## config.mk

```make
export PLATFORM = sky130hd
export DESIGN_NAME = mac_seq_ctrl
export DESIGN_NICKNAME = d
export VERILOG_FILES = /design/src/rtl/mac_seq_ctrl.sv
export SDC_FILE = /design/constraint.sdc
export NUM_CORES = 1
export LEC_CHECK = 0
export CORE_AREA = 2 2 70 72
export CTS_CLUSTER_DIAMETER = 50
export CTS_CLUSTER_SIZE = 30
export DETAILED_ROUTE_END_ITERATION = 6
export DIE_AREA = 0 0 72 74
export GPL_ROUTABILITY_DRIVEN = 0
export MAX_ROUTING_LAYER = met4
export PLACE_DENSITY_LB_ADDON = 0.12
export REMOVE_ABC_BUFFERS = 1
export SLEW_MARGIN = 20
export SYNTH_ARGS = -nofsm -noshare
export SYNTH_HDL_FRONTEND = slang
export SYNTH_SLANG_ARGS = --single-unit
```

## constraint.sdc

```tcl
create_clock -name clk -period 1.88 [get_ports clk]
set_input_delay 0.564 -clock clk [delete_from_list [all_inputs] [get_ports clk]]
set_output_delay 0.564 -clock clk [all_outputs]
set_load 0.01 [all_outputs]
```

## src/rtl/mac_seq_ctrl.sv

```systemverilog
// Dot-product sequencer for one external MAC unit.
// Takes a job length, streams N operand pairs into the MAC and returns Cout.
module mac_seq_ctrl #(
  parameter int DATA_WIDTH = 8,
  parameter int LEN_WIDTH  = 8
) (
  input  logic                    clk,
  input  logic                    rst_n,
  input  logic                    start,
  input  logic [LEN_WIDTH-1:0]    start_len,
  output logic                    start_ready,
  input  logic                    a_valid,
  output logic                    a_ready,
  input  logic [DATA_WIDTH-1:0]   a_data,
  input  logic                    b_valid,
  output logic                    b_ready,
  input  logic [DATA_WIDTH-1:0]   b_data,
  output logic                    mac_en,
  output logic                    mac_clr,
  output logic [DATA_WIDTH-1:0]   mac_ain,
  output logic [DATA_WIDTH-1:0]   mac_bin,
  input  logic [3*DATA_WIDTH-1:0] mac_cout,
  output logic                    res_valid,
  input  logic                    res_ready,
  output logic [3*DATA_WIDTH-1:0] res_data,
  output logic                    busy
);

  typedef enum logic [2:0] {
    IDLE,
    CLEAR,
    RUN,
    WAIT,
    DONE
  } state_t;

  state_t               state;
  state_t               state_nxt;
  logic [LEN_WIDTH-1:0] cnt;
  logic                 pair_fire;
  logic                 last_pair;

  // Both operands move together; one stream is never drained alone.
  assign pair_fire = (state == RUN) & a_valid & b_valid;
  assign last_pair = pair_fire & (cnt == LEN_WIDTH'(1));

  always_ff @(posedge clk) begin
    if (!rst_n) begin
      state <= IDLE;
    end else begin
      state <= state_nxt;
    end
  end

  always_comb begin
    state_nxt = state;
    unique case (state)
      IDLE: begin
        if (start) state_nxt = CLEAR;
      end
      CLEAR: begin
        state_nxt = (cnt != '0) ? RUN : WAIT;
      end
      RUN: begin
        if (last_pair) state_nxt = WAIT;
      end
      WAIT: begin
        state_nxt = DONE;
      end
      DONE: begin
        if (res_ready) state_nxt = IDLE;
      end
      default: begin
        state_nxt = IDLE;
      end
    endcase
  end

  always_comb begin
    start_ready = 1'b0;
    a_ready     = 1'b0;
    b_ready     = 1'b0;
    mac_en      = 1'b0;
    mac_clr     = 1'b0;
    mac_ain     = '0;
    mac_bin     = '0;
    res_valid   = 1'b0;
    busy        = (state != IDLE);
    unique case (state)
      IDLE: begin
        start_ready = 1'b1;
      end
      CLEAR: begin
        mac_clr = 1'b1;
      end
      RUN: begin
        a_ready = pair_fire;
        b_ready = pair_fire;
        mac_en  = pair_fire;
        mac_ain = a_data;
        mac_bin = b_data;
      end
      WAIT: begin
      end
      DONE: begin
        res_valid = 1'b1;
      end
      default: begin
      end
    endcase
  end

  // WAIT gives the MAC register one edge to absorb the final product.
  always_ff @(posedge clk) begin
    if (!rst_n) begin
      cnt      <= '0;
      res_data <= '0;
    end else begin
      if (state == IDLE && start) begin
        cnt <= start_len;
      end else if (pair_fire) begin
        cnt <= cnt - LEN_WIDTH'(1);
      end
      if (state == WAIT) begin
        res_data <= mac_cout;
      end
    end
  end

endmodule

```

==> impl_metrics.prom, run 1 <==
# TYPE chip_impl_metric gauge
chip_impl_metric{name="cts_made_buffers",unit=""} 5
chip_impl_metric{name="finish.cell_count_without_fillers",unit=""} 369
chip_impl_metric{name="grt_pass1_wl",unit="um"} 7720
chip_impl_metric{name="htree_levels",unit=""} 2
chip_impl_metric{name="routed_via_density",unit=""} 4.54
chip_impl_info{name="holdCritPathClass",value="reg2reg"} 1
chip_impl_info{name="grt_setup_unrepaired",value="yes"} 1
chip_impl_metric{name="final_cell_area",unit="um^2"} 2920
chip_impl_metric{name="dp.cells",unit=""} 356
chip_impl_metric{name="routedWlPerCell",unit="um"} 12.5
chip_impl_metric{name="grt_use_total",unit="%"} 19.0
chip_impl_metric{name="antenna_violating_nets_post_route",unit=""} 0
chip_impl_metric{name="finalSetupViolations",unit=""} 15
chip_impl_metric{name="time_the_worst_path_needs_with_i_o_delays_and_setup",unit="ns"} 1.95
chip_impl_metric{name="finish.net_count",unit=""} 371
chip_impl_metric{name="grtUsageMet3",unit="%"} 4.61
chip_impl_metric{name="grt_pass1_vias",unit=""} 1618
chip_impl_metric{name="synthDistinctLibCells",unit=""} 30
chip_impl_metric{name="floorplan.die.width",unit="um"} 72
chip_impl_metric{name="core-area",unit="um^2"} 4600
chip_impl_metric{name="floorplan.rows",unit=""} 25
chip_impl_metric{name="post_synth_edffs",unit=""} 0
chip_impl_metric{name="flip_flop_and_latch_count_after_synthesis",unit=""} 35
chip_impl_metric{name="initial_core_util",unit="%"} 36.0
chip_impl_metric{name="synth_top_area_share",unit="%"} 42.3
chip_impl_info{name="cp_launch_type",value="register"} 1
chip_impl_info{name="layout_common_cells",value="clkdlybuf4s50_1 (75), nand2_1 (52), dfxtp_1 (32)"} 1
chip_impl_metric{name="cts.path.max_buffers",unit=""} 2
chip_impl_info{name="layout_commonest_cell",value="clkdlybuf4s50_1"} 1
chip_impl_metric{name="min_path_cells",unit=""} 2
chip_impl_metric{name="dpl-instance-area",unit="um^2"} 2780
chip_impl_metric{name="finalPower",unit="W"} 0.00285
chip_impl_info{name="crit_path_end_kind",value="output pin"} 1
chip_impl_metric{name="syn_avg_cell_area",unit="um^2"} 8.16
chip_impl_info{name="ys_top_cells_by_area",value="dfxtp_1 (42%), nand2_1 (12%), a21boi_0 (11%)"} 1
chip_impl_metric{name="drt_pass1_iterations",unit=""} 4
chip_impl_metric{name="final_max_slew_viol_count",unit=""} 0
chip_impl_metric{name="worstPathArrival",unit="ns"} 1.38
chip_impl_metric{name="dpl.hpwl",unit="um"} 3450
chip_impl_metric{name="cts_hold_buffers_added",unit=""} 0
chip_impl_info{name="failed_checks",value="negative setup slack"} 1
chip_impl_metric{name="met2_usage",unit="%"} 29.3
chip_impl_metric{name="share_of_synthesized_area_occupied_by_flip_flops_and_latches",unit="%"} 42.3
chip_impl_metric{name="nFillCells",unit=""} 425
chip_impl_metric{name="placement.setup.worst_slack",unit="ns"} -0.494
chip_impl_metric{name="floorplan.die_area",unit="um^2"} 5330
chip_impl_metric{name="yosysWarnings",unit=""} 0
chip_impl_metric{name="grt_max_degree",unit=""} 25
chip_impl_metric{name="multi_input_area",unit="um^2"} 912
chip_impl_metric{name="synthCells",unit=""} 203
chip_impl_metric{name="max_cap_viol_count",unit=""} 0
chip_impl_metric{name="post_route_cells_drive_above_1_share",unit="%"} 21.3
chip_impl_info{name="cts_tree",value="built"} 1
chip_impl_metric{name="final_critical_path_setup_slack",unit="ns"} -0.0663
chip_impl_metric{name="final_hold_violation_count",unit=""} 0
chip_impl_metric{name="period_share",unit="%"} 104
chip_impl_metric{name="clock_latency",unit="ns"} 0.28
chip_impl_metric{name="fin_tns_setup",unit="ns"} -0.743
chip_impl_metric{name="detailroute.via_count",unit=""} 1677
chip_impl_metric{name="cp.required",unit="ns"} 1.32
chip_impl_metric{name="grt-ovfl-total",unit=""} 0
chip_impl_metric{name="clock.fmax",unit="GHz"} 0.514
chip_impl_metric{name="io_buffer_count",unit=""} 100
chip_impl_info{name="synth-main-ff-cell",value="dfxtp_1"} 1
chip_impl_metric{name="design.portCount",unit=""} 101
chip_impl_metric{name="worstMarginPinSlew",unit="ns"} 0.440
chip_impl_info{name="synth_top_cell_by_area",value="dfxtp_1"} 1
chip_impl_metric{name="syn_to_final_growth",unit="%"} 76.2
chip_impl_metric{name="dieHeight",unit="um"} 74
chip_impl_info{name="outcome",value="complete, but fails checks"} 1
chip_impl_metric{name="first_iter_violations",unit=""} 50
chip_impl_metric{name="met1_usage",unit="%"} 25.4
chip_impl_metric{name="worst_r2r_path_depth",unit=""} 4
chip_impl_info{name="top_usage_layer",value="met2"} 1
chip_impl_metric{name="power_leakage",unit="nW"} 1.13
chip_impl_info{name="cts.root.buffer_cell",value="clkbuf_8"} 1
chip_impl_metric{name="worstPathMaxFanout",unit=""} 4
chip_impl_info{name="worst-setup-path-type",value="reg2out"} 1
chip_impl_metric{name="vdd_drop_max",unit="V"} 0.000579
chip_impl_metric{name="netlist_area",unit="um^2"} 1660
chip_impl_metric{name="ys_async_sr_fraction",unit="%"} 0
chip_impl_metric{name="cts_sinks",unit=""} 35
chip_impl_metric{name="clock-skew-final",unit="ns"} 0.00371
chip_impl_metric{name="post-route-drc-count",unit=""} 0
chip_impl_metric{name="power_per_cell_area",unit="nW/um^2"} 977
chip_impl_metric{name="grt_antenna_before_repair",unit=""} 0
chip_impl_metric{name="seq_area",unit="um^2"} 704
chip_impl_metric{name="clk_transition_reported_paths",unit="ns"} 0.07
chip_impl_metric{name="inserted_diodes",unit=""} 0
chip_impl_metric{name="routed_wirelength",unit="um"} 4620
chip_impl_metric{name="max_slew_margin",unit="%"} 70.6
Yosys cell counts (all sizes together) (2+ instances only):
master	number
nand2	52
dfxtp	35
a21boi	24
and2	17
clkbuf	11
o21ai	8
xnor2	8
a21oi	7
buf	5
nor2	5
inv	4
nor3	4
ha	3
nor3b	3
nand3	2
nand3b	2
nor4	2
o22ai	2
stage by stage:
step	util, %	hold slack [ns]
2_1_floorplan	-	0.488
3_3_place_gp	60.4	0.448
3_5_place_dp	60.4	0.456
4_1_cts	63.5	0.466
5_1_grt	63.5	0.482
6_report	63.5	0.461
cell type report:
| class | instances | share of cell area, % |
|---|---|---|
| Clock inverter | 2 | 0.429 |
| Clock buffer | 6 | 2.49 |
| Timing Repair Buffer | 120 | 38.9 |
| Sequential cell | 35 | 24.1 |
| Multi-Input combinational cell | 148 | 31.2 |
| Inverter | 4 | 0.514 |
| Tap cell | 54 | 2.31 |
cells by family (layout without fill, tap and decap cells):
kind of cell,after synthesis,after routing,share of synthesized area [%]
muxes,1,1,0.680
AOI/OAI and AO/OA,42,42,16.7
xor gates and xnor gates,8,8,4.23
and+or+nand+nor,94,94,28.4
adders and majority gates,3,3,2.27
buffers and inverters,20,132,5.44
DFF,35,35,42.3
critical path, cell delays in order, from the launching register on:
cell	delay, ns
dfxtp_2	0.34
nor3b_4	0.25
buf_6	0.14
and3_4	0.21
buf_6	0.09
buf_6	0.08
sequential cells by signal, indices dropped and copies added, names as in the netlist:
register  count
cnt           8
res_data     24
state         3
power breakdown:
part	total, W	switching (W)	internal [W]
Sequential	0.000938	0.0000770	0.000861
Combinational	0.00140	0.000609	0.000790
Clock	0.000513	0.000254	0.000259
Total	0.00285	0.000941	0.00191
worst paths after layout:
check                    from     endpoint  slack [ns]
hold / removal    res_data[3]  res_data[3]        0.46
setup / recovery     state[0]       mac_en       -0.07
setup reg to reg       cnt[3]     state[0]        0.16
hold reg to reg   res_data[3]  res_data[3]        0.46
routing by layer:
metal	vias to the layer above	share of wire, %	routed length (um)
met4	0	0.37	17
met1	750	47	2150
met5	-	0	0
met2	38	48	2210
met3	2	5.1	236
li1	887	-	-
timing repair:
action,CTS,global route
resized for setup,106,18
endpoints found under the hold margin,0,0
setup buffers,6,0
pin swaps,11,3
gates cloned,1,0
setup endpoints to repair,27,24
(Power assumes the default switching activity.)
==> inputs of run 2 (changes only) <==
--- a/config.mk
+++ b/config.mk
@@ -5,6 +5,7 @@
 export SDC_FILE = /design/constraint.sdc
 export NUM_CORES = 1
 export LEC_CHECK = 0
+export CAP_MARGIN = 20
 export CORE_AREA = 2 2 70 72
 export CTS_CLUSTER_DIAMETER = 50
 export CTS_CLUSTER_SIZE = 30
==> results of run 2 <==
Final layout, timing and power as in run 1 (identical DEF).
